===== config.mk =====
export PLATFORM = sky130hd
export DESIGN_NAME = multicycle_datapath
export DESIGN_NICKNAME = d
export VERILOG_FILES = /design/src/rtl/datapath_pkg.sv /design/src/rtl/mc_alu.sv /design/src/rtl/multicycle_datapath.sv
export SDC_FILE = /design/constraint.sdc
export NUM_CORES = 1
export LEC_CHECK = 0
export ABC_AREA = 0
export CORE_MARGIN = 2
export CORE_UTILIZATION = 45
export CTS_BUF_LIST = sky130_fd_sc_hd__clkbuf_4 sky130_fd_sc_hd__clkbuf_8 sky130_fd_sc_hd__clkbuf_16
export CTS_CLUSTER_SIZE = 30
export DETAILED_ROUTE_END_ITERATION = 10
export DONT_BUFFER_PORTS = 1
export GPL_TIMING_DRIVEN = 0
export PLACE_DENSITY = 0.65
export SKIP_CTS_REPAIR_TIMING = 1
export SLEW_MARGIN = 5
export SYNTH_ARGS = -nofsm -noshare
export SYNTH_HDL_FRONTEND = slang
export SYNTH_HIERARCHICAL = 1
export SYNTH_SLANG_ARGS = --single-unit

===== constraint.sdc =====
create_clock -name Clock -period 6.7 [get_ports Clock]
set_clock_uncertainty 0.1 [all_clocks]
set_input_delay 1.34 -clock Clock [delete_from_list [all_inputs] [get_ports Clock]]
set_output_delay 1.34 -clock Clock [all_outputs]
set_load 0.005 [all_outputs]

===== src/rtl/datapath_pkg.sv =====
// datapath_pkg: shared encodings for the multi-cycle datapath and its ALU.
package datapath_pkg;

    typedef enum logic [2:0] {
        S_FETCH,
        S_DECODE,
        S_EXEC,
        S_MEM,
        S_WB
    } state_t;

    typedef enum logic [1:0] {
        ALU_ADD   = 2'b00,
        ALU_SUB   = 2'b01,
        ALU_FUNCT = 2'b10,
        ALU_SHL   = 2'b11
    } aluop_t;

    typedef enum logic [1:0] {
        FN_ADD = 2'b00,
        FN_SUB = 2'b01,
        FN_AND = 2'b10,
        FN_OR  = 2'b11
    } funct_t;

    // Instruction word field positions
    localparam int unsigned IR_W         = 16;
    localparam int unsigned IR_OP_LSB    = 12;
    localparam int unsigned IR_OP_W      = 4;
    localparam int unsigned IR_RS_LSB    = 10;
    localparam int unsigned IR_RT_LSB    = 8;
    localparam int unsigned IR_RD_LSB    = 6;
    localparam int unsigned IR_RIDX_W    = 2;
    localparam int unsigned IR_SHAMT_LSB = 2;
    localparam int unsigned IR_SHAMT_W   = 4;
    localparam int unsigned IR_FUNCT_LSB = 0;
    localparam int unsigned IR_FUNCT_W   = 2;
    localparam int unsigned IR_IMM_LSB   = 0;
    localparam int unsigned IR_IMM_W     = 8;

    // Bytes per instruction; PC advances by this on every fetch
    localparam int unsigned INSTR_BYTES  = 2;

endpackage


===== src/rtl/mc_alu.sv =====
// mc_alu: combinational ALU shared by all instruction classes.
module mc_alu
    import datapath_pkg::*;
#(
    parameter int unsigned DATA_W = 16
) (
    input  logic [1:0]            i_op,
    input  logic [IR_FUNCT_W-1:0] i_funct,
    input  logic [IR_SHAMT_W-1:0] i_shamt,
    input  logic [DATA_W-1:0]     i_a,
    input  logic [DATA_W-1:0]     i_b,
    output logic [DATA_W-1:0]     o_result,
    output logic                  o_zero
);

    logic [DATA_W-1:0] w_res;

    // Select the operation from ALUOp, falling through to funct for R-type
    always_comb begin
        w_res = '0;
        case (i_op)
            ALU_ADD: w_res = i_a + i_b;
            ALU_SUB: w_res = i_a - i_b;
            ALU_FUNCT: begin
                case (i_funct)
                    FN_ADD:  w_res = i_a + i_b;
                    FN_SUB:  w_res = i_a - i_b;
                    FN_AND:  w_res = i_a & i_b;
                    default: w_res = i_a | i_b;
                endcase
            end
            default: w_res = i_a << i_shamt;
        endcase
    end

    assign o_result = w_res;
    assign o_zero   = (w_res == '0);

endmodule


===== src/rtl/multicycle_datapath.sv =====
// multicycle_datapath: FETCH/DECODE/EXEC/MEM/WB sequencing around one shared ALU,
// with req/ready handshakes to instruction and data memories.
// Optional feature macro: DATAPATH_PERF_CNT_EN (cycle and retired-instruction counters).
module multicycle_datapath
    import datapath_pkg::*;
#(
    parameter int unsigned DATA_W   = 16,
    parameter int unsigned ADDR_W   = 16,
    parameter int unsigned REG_AW   = 2,
    parameter int unsigned PC_RESET = 10
) (
    input  logic              Clock,
    input  logic              Resetn,
    input  logic              RegDst,
    input  logic              Branch,
    input  logic              MemRead,
    input  logic              MemWrite,
    input  logic              RegWrite,
    input  logic              MemToReg,
    input  logic              ALUSrc,
    input  logic [1:0]        ALUOp,
    output logic [3:0]        opcode,
    output logic              imem_req,
    output logic [ADDR_W-1:0] imem_addr,
    input  logic [15:0]       imem_rdata,
    input  logic              imem_ready,
    output logic              dmem_req,
    output logic              dmem_we,
    output logic [ADDR_W-1:0] dmem_addr,
    output logic [DATA_W-1:0] dmem_wdata,
    input  logic [DATA_W-1:0] dmem_rdata,
    input  logic              dmem_ready,
    output logic              retire,
    output logic [31:0]       perf_cycles,
    output logic [31:0]       perf_retired
);

    localparam int unsigned NREGS = 2 ** REG_AW;

    state_t              r_state;
    logic [ADDR_W-1:0]   r_pc;
    logic [IR_W-1:0]     r_ir;
    logic [DATA_W-1:0]   r_a;
    logic [DATA_W-1:0]   r_b;
    logic [DATA_W-1:0]   r_aluout;
    logic [DATA_W-1:0]   r_mdr;
    logic [DATA_W-1:0]   r_regs [NREGS];
    logic                r_imem_req;
    logic                r_dmem_req;
    logic                r_dmem_we;
    logic                r_retire;

    logic [REG_AW-1:0]   w_rs;
    logic [REG_AW-1:0]   w_rt;
    logic [REG_AW-1:0]   w_rd;
    logic [REG_AW-1:0]   w_wb_idx;
    logic [DATA_W-1:0]   w_simm;
    logic [DATA_W-1:0]   w_opnd;
    logic [DATA_W-1:0]   w_alu_res;
    logic                w_zero;
    logic [DATA_W-1:0]   w_wb_data;
    logic [ADDR_W-1:0]   w_pc_inc;
    logic [ADDR_W-1:0]   w_br_off;

    assign w_rs      = REG_AW'(r_ir[IR_RS_LSB +: IR_RIDX_W]);
    assign w_rt      = REG_AW'(r_ir[IR_RT_LSB +: IR_RIDX_W]);
    assign w_rd      = REG_AW'(r_ir[IR_RD_LSB +: IR_RIDX_W]);
    assign w_wb_idx  = RegDst ? w_rd : w_rt;
    assign w_simm    = {{(DATA_W-IR_IMM_W){r_ir[IR_IMM_LSB+IR_IMM_W-1]}}, r_ir[IR_IMM_LSB +: IR_IMM_W]};
    assign w_opnd    = ALUSrc ? w_simm : r_b;
    assign w_wb_data = MemToReg ? r_mdr : r_aluout;
    assign w_pc_inc  = r_pc + ADDR_W'(INSTR_BYTES);
    // Halfword-scaled, sign-extended branch displacement
    assign w_br_off  = {{(ADDR_W-IR_IMM_W-1){r_ir[IR_IMM_LSB+IR_IMM_W-1]}}, r_ir[IR_IMM_LSB +: IR_IMM_W], 1'b0};

    mc_alu #(
        .DATA_W (DATA_W)
    ) u_alu (
        .i_op     (ALUOp),
        .i_funct  (r_ir[IR_FUNCT_LSB +: IR_FUNCT_W]),
        .i_shamt  (r_ir[IR_SHAMT_LSB +: IR_SHAMT_W]),
        .i_a      (r_a),
        .i_b      (w_opnd),
        .o_result (w_alu_res),
        .o_zero   (w_zero)
    );

    // Instruction sequencer, register file and datapath latches with registered handshake outputs
    always_ff @(posedge Clock) begin
        if (!Resetn) begin
            r_state    <= S_FETCH;
            r_pc       <= ADDR_W'(PC_RESET);
            r_ir       <= '0;
            r_a        <= '0;
            r_b        <= '0;
            r_aluout   <= '0;
            r_mdr      <= '0;
            r_imem_req <= 1'b0;
            r_dmem_req <= 1'b0;
            r_dmem_we  <= 1'b0;
            r_retire   <= 1'b0;
            for (int unsigned i = 0; i < NREGS; i++) begin
                r_regs[i] <= '0;
            end
        end else begin
            r_retire <= 1'b0;
            case (r_state)
                S_FETCH: begin
                    r_imem_req <= 1'b1;
                    if (r_imem_req && imem_ready) begin
                        r_ir       <= imem_rdata;
                        r_pc       <= w_pc_inc;
                        r_imem_req <= 1'b0;
                        r_state    <= S_DECODE;
                    end
                end
                S_DECODE: begin
                    r_a     <= r_regs[w_rs];
                    r_b     <= r_regs[w_rt];
                    r_state <= S_EXEC;
                end
                S_EXEC: begin
                    r_aluout <= w_alu_res;
                    if (Branch && w_zero) begin
                        r_pc       <= r_pc + w_br_off;
                        r_retire   <= 1'b1;
                        r_imem_req <= 1'b1;
                        r_state    <= S_FETCH;
                    end else if (MemRead || MemWrite) begin
                        r_dmem_req <= 1'b1;
                        r_dmem_we  <= MemWrite;
                        r_state    <= S_MEM;
                    end else if (RegWrite) begin
                        r_state <= S_WB;
                    end else begin
                        r_retire   <= 1'b1;
                        r_imem_req <= 1'b1;
                        r_state    <= S_FETCH;
                    end
                end
                S_MEM: begin
                    if (dmem_ready) begin
                        r_dmem_req <= 1'b0;
                        r_dmem_we  <= 1'b0;
                        if (r_dmem_we) begin
                            r_retire   <= 1'b1;
                            r_imem_req <= 1'b1;
                            r_state    <= S_FETCH;
                        end else begin
                            r_mdr   <= dmem_rdata;
                            r_state <= S_WB;
                        end
                    end
                end
                S_WB: begin
                    r_regs[w_wb_idx] <= w_wb_data;
                    r_retire         <= 1'b1;
                    r_imem_req       <= 1'b1;
                    r_state          <= S_FETCH;
                end
                default: begin
                    r_state <= S_FETCH;
                end
            endcase
        end
    end

    assign opcode     = r_ir[IR_OP_LSB +: IR_OP_W];
    assign imem_req   = r_imem_req;
    assign imem_addr  = r_pc;
    assign dmem_req   = r_dmem_req;
    assign dmem_we    = r_dmem_we;
    assign dmem_addr  = r_aluout[ADDR_W-1:0];
    assign dmem_wdata = r_b;
    assign retire     = r_retire;

`ifdef DATAPATH_PERF_CNT_EN
    logic [31:0] r_perf_cycles;
    logic [31:0] r_perf_retired;

    // Free-running cycle count and count of completed retire pulses
    always_ff @(posedge Clock) begin
        if (!Resetn) begin
            r_perf_cycles  <= '0;
            r_perf_retired <= '0;
        end else begin
            r_perf_cycles <= r_perf_cycles + 32'd1;
            if (r_retire) begin
                r_perf_retired <= r_perf_retired + 32'd1;
            end
        end
    end

    assign perf_cycles  = r_perf_cycles;
    assign perf_retired = r_perf_retired;
`else
    assign perf_cycles  = '0;
    assign perf_retired = '0;
`endif

endmodule

==> summary.txt <==
Place
  – # port buffers: 0
  – Dpl cells: approximately 1,800
  – Routability cong.: 0.9550
  – HPWL Detailed: 27.44 mm
  – Placed Area: about 12,000 um^2

Synthesis
  – Synth Area in Simple Gates: 18.75%
  – Mapped Avg Cell Area: ~8.6 um^2
  – Post-synth EDFFs: 64
  – Yosys top cell area share: 17.36%
  – Asr flop ratio synth: 0%
  – Main combinational cell family by area after synthesis: simple AND/OR/NAND/NOR gates
  – Area contributors post-synth: dfxtp_1 (17%), edfxtp_1 (16%), mux4_2 (7.5%)
  – Post-synth top area cell: dfxtp_1
  – Synth Flop Type: dfxtp_1
  – Post-synthesis register bit count: between 150 and 200
  – Mapped cell area: between 10,000 and 15,000 um^2
  – Synth top cells by count: nand2_1 (234), a21oi_1 (139), nor2_1 (119)
  – Adder-cell area share of the yosys netlist: 6.573%
  – Synth cell types: 87
  – Most common cell in the synthesized netlist: nand2_1
  – Multiplexer share of the synthesized area: roughly 12%
  – Post-Synth XOR/XNOR Area: around 1.7%
  – Syn Inst Count: 1,365
  – Syn. warnings: 6
  – Seq/Total Area, Yosys: roughly a third
  – Compound-Gate Fraction of Synth Area: 16.99%

Timing
  – RSZ-0062 raised after global routing: no
  – Final hold violation count: 0
  – Slew @ Worst Pin: around 1.0 ns
  – Total negative setup slack: 0 ns
  – Minimum clock period: about 6.5 ns
  – Slew HR: 31.26%
  – # setup viols final: 0
  – Fmax: ~150 MHz
  – Final critical-path share of the clock period: between 90% and 100%
  – Slew Limit Fails: 0

Floorplanning
  – Std cell rows: a little under 60
  – Initial Utilization: approximately 46%
  – Core ar.: 25,840 um^2
  – DIE HEIGHT: about 170 um
  – DIE AREA: 27,450 um^2
  – # IOs: between 150 and 200
  – Width of the chip: approximately 170 um

Finish
  – Finished Cell Area: about 13,000 um^2
  – Area Growth Syn to Fin: 10.85%
  – Layout cells sized above 1: between 10% and 20%
  – Register area: between 3000 and 4000 um^2
  – Area of the multi-input gates: just under 7000 um^2
  – # nets final: around 1,600
  – Post-route insts no fill: between 1,500 and 2,000
  – ANT cells: 0
  – Fill cells: 2,500

Drt
  – Via count: 10,110
  – Pre-antenna DRT Iters: 5
  – Routed WL: 35.25 mm
  – Vias per inst: approximately 5.6
  – WL/cell: slightly below 20 um
  – Post-route DRC: 0
  – Iteration-0 DRC Markers: around 930
  – Routed Antenna Nets: 0

Critical path
  – CP peak stage delay: roughly 0.47 ns
  – Critical Path, Cell by Cell: clkbuf_2 > clkbuf_1 > nand2_1 > o21ai_0 > inv_1 > ha_1 > buf_1 > nand3_1 > nand2_1 > a41oi_2 > a31oi_1 > mux2i_1 > nand4_1 > a221o_1 > and4b_1 > nand2_1 > o22ai_4 > nand4b_1 > or4_1 > a21o_1 > a21oi_2
  – CP Class: in -> reg
  – R2R setup slack: between 1 and 1.5 ns
  – Reg2reg path depth: 19
  – CP max-delay cell: or4_1
  – R2R Path Start: r_ir[7]
  – Crit end category: register
  – Crit path DAT: between 6 and 7 ns
  – Startpoint Class: input pin
  – R2R Path End: imem_addr[15]
  – Critical path's most frequent cell: nand2_1
  – Worst Path Max Fanout: 10
  – CP delay by family, top: simple AND/OR/NAND/NOR gates
  – CP Buf/Inv Count: 4
  – Critical Path RT: ~7.0 ns
  – Crit path depth: 21

Min path
  – Hold depth: 2
  – Hold_sp: r_mdr[9]
  – Hold worst-path end: r_mdr[9]
  – Hold WC Path Type: reg -> reg

Clock network
  – Max Root-Sink Buffers: 2
  – CTS H-tree lvls: 4
  – Clock Tree Root: clkbuf_16
  – Clock tree sinks: between 150 and 200
  – Clock latency on the worst-skew pair: 0.43 ns
  – CTS Buf Count: 17
  – CTS tree: yes
  – Clk slew on worst S/H paths: roughly 0.07 ns

Power
  – Clock power share: between 30% and 40%
  – Pleak: about 5 nW
  – Sw power: ~0.77 mW
  – Worst vdd ir: roughly 0.21 mV
  – Pwr dens: about 200 nW/um^2
  – Comb power frac: roughly a fifth
  – Sequential Power Share: between 40% and 50%
  – Internal: 1.838 mW
  – Net Sw Frac: 29.45%

Outcome
  – Status: complete, no violations

Global routing
  – Vias in the first global route: ~9,600
  – Initial antenna violation count: 0
  – GRT Total Usage: roughly 25%
  – Global-route wire length before repair: roughly 54 mm
  – GRT Residual Overflow: 0
  – Pin count of the biggest net entering global routing: 17

Flow run
  – Max-cap violations: 0
[metal layers]
metal	wire, um	GRT usage (%)	part of all wire [%]
met1	14800	32.83	42
met2	17730	44.02	50
met3	2212	3.728	6.3
met4	507	5.974	1.4
met5	0	0	0
[power groups by stage]
stage          registers (mW)  logic [mW]  clock network, mW
6_report                 1.11       0.506              0.991
5_1_grt                  1.11       0.547               1.04
4_1_cts                  1.11       0.495              0.996
3_5_place_dp             1.13       0.492                  0
3_3_place_gp             1.13       0.489                  0
2_1_floorplan            1.12       0.378                  0
[worst min-delay path, cell delays in order (launching register included)]
cell and delay (ns):
dfxtp_1 0.31, nand2_1 0.05, a21oi_1 0.05
[flip-flops by register name, summed over array words and instances (netlist names), 3 cells and up]
signal,flops
dmem_addr,16
dmem_wdata,16
imem_addr,15
r_a,16
r_ir,16
r_mdr,16
r_regs,64
r_state,3
[logic make-up (layout without fill, tap and decap cells)]
kind of cell | count (synthesis) | count (layout)
adder cells (fa/ha/maj) | 60 | 60
buffers and inverters | 220 | 253
flip-flops | 166 | 166
XOR/XNOR | 23 | 23
multiplexers | 96 | 96
AND/OR/NAND/NOR | 491 | 491
other | 1 | 65
AO/OA/AOI/OAI | 308 | 308
[stage by stage]
stage,total power [mW],hold WS [ns],setup WS (ns),utilization [%]
after global placement,1.618,0.3428,-0.3682,48.08
after CTS,2.599,0.3576,0.01385,50.44
after detailed placement,1.623,0.3495,-0.4084,48.16
final,2.606,0.3545,0.2481,50.47
after floorplan,1.495,0.3360,0.7830,-
after global routing,2.700,0.3778,0.01993,50.47
[worst max-delay path by stage]
stage	startpoint	endpoint	slack (ns)
after floorplan	ALUSrc	imem_addr[15]	0.78
after global placement	ALUSrc	imem_addr[15]	-0.37
after CTS	ALUSrc	imem_addr[15]	0.01
after global routing	ALUSrc	imem_addr[15]	0.02
final	ALUSrc	imem_addr[15]	0.25
after detailed placement	ALUSrc	imem_addr[15]	-0.41
[cell type report]
type                    instances  area share [%]
plain buffers                 155           7.004
clock buffers                  17           3.262
clock inverters                15           1.267
inverters                      65           1.871
multi-input cells            1043           52.87
flip-flops and latches        166           30.40
well taps                     335           3.214
repair buffers                  1          0.1151
[placed cells by master (no fill, tap or decap), drive strengths merged, types with 6 or more instances in the layout]
cell    count
xnor2      19
nand2b     19
a31oi      11
dfxtp     102
buf        98
or4         7
nor2      119
and2       15
nand3      20
mux4       39
a211oi     13
clkbuf     75
o21ai      50
o211ai     12
mux2       10
mux2i      47
edfxtp     64
nand4       8
clkinv      7
o31ai       6
a21oi     140
a21o       13
inv        70
nor2b       8
nor3       20
nand2     235
conb       65
nor4        6
ha         57
Note: power is estimated with default switching activity, not from simulation.
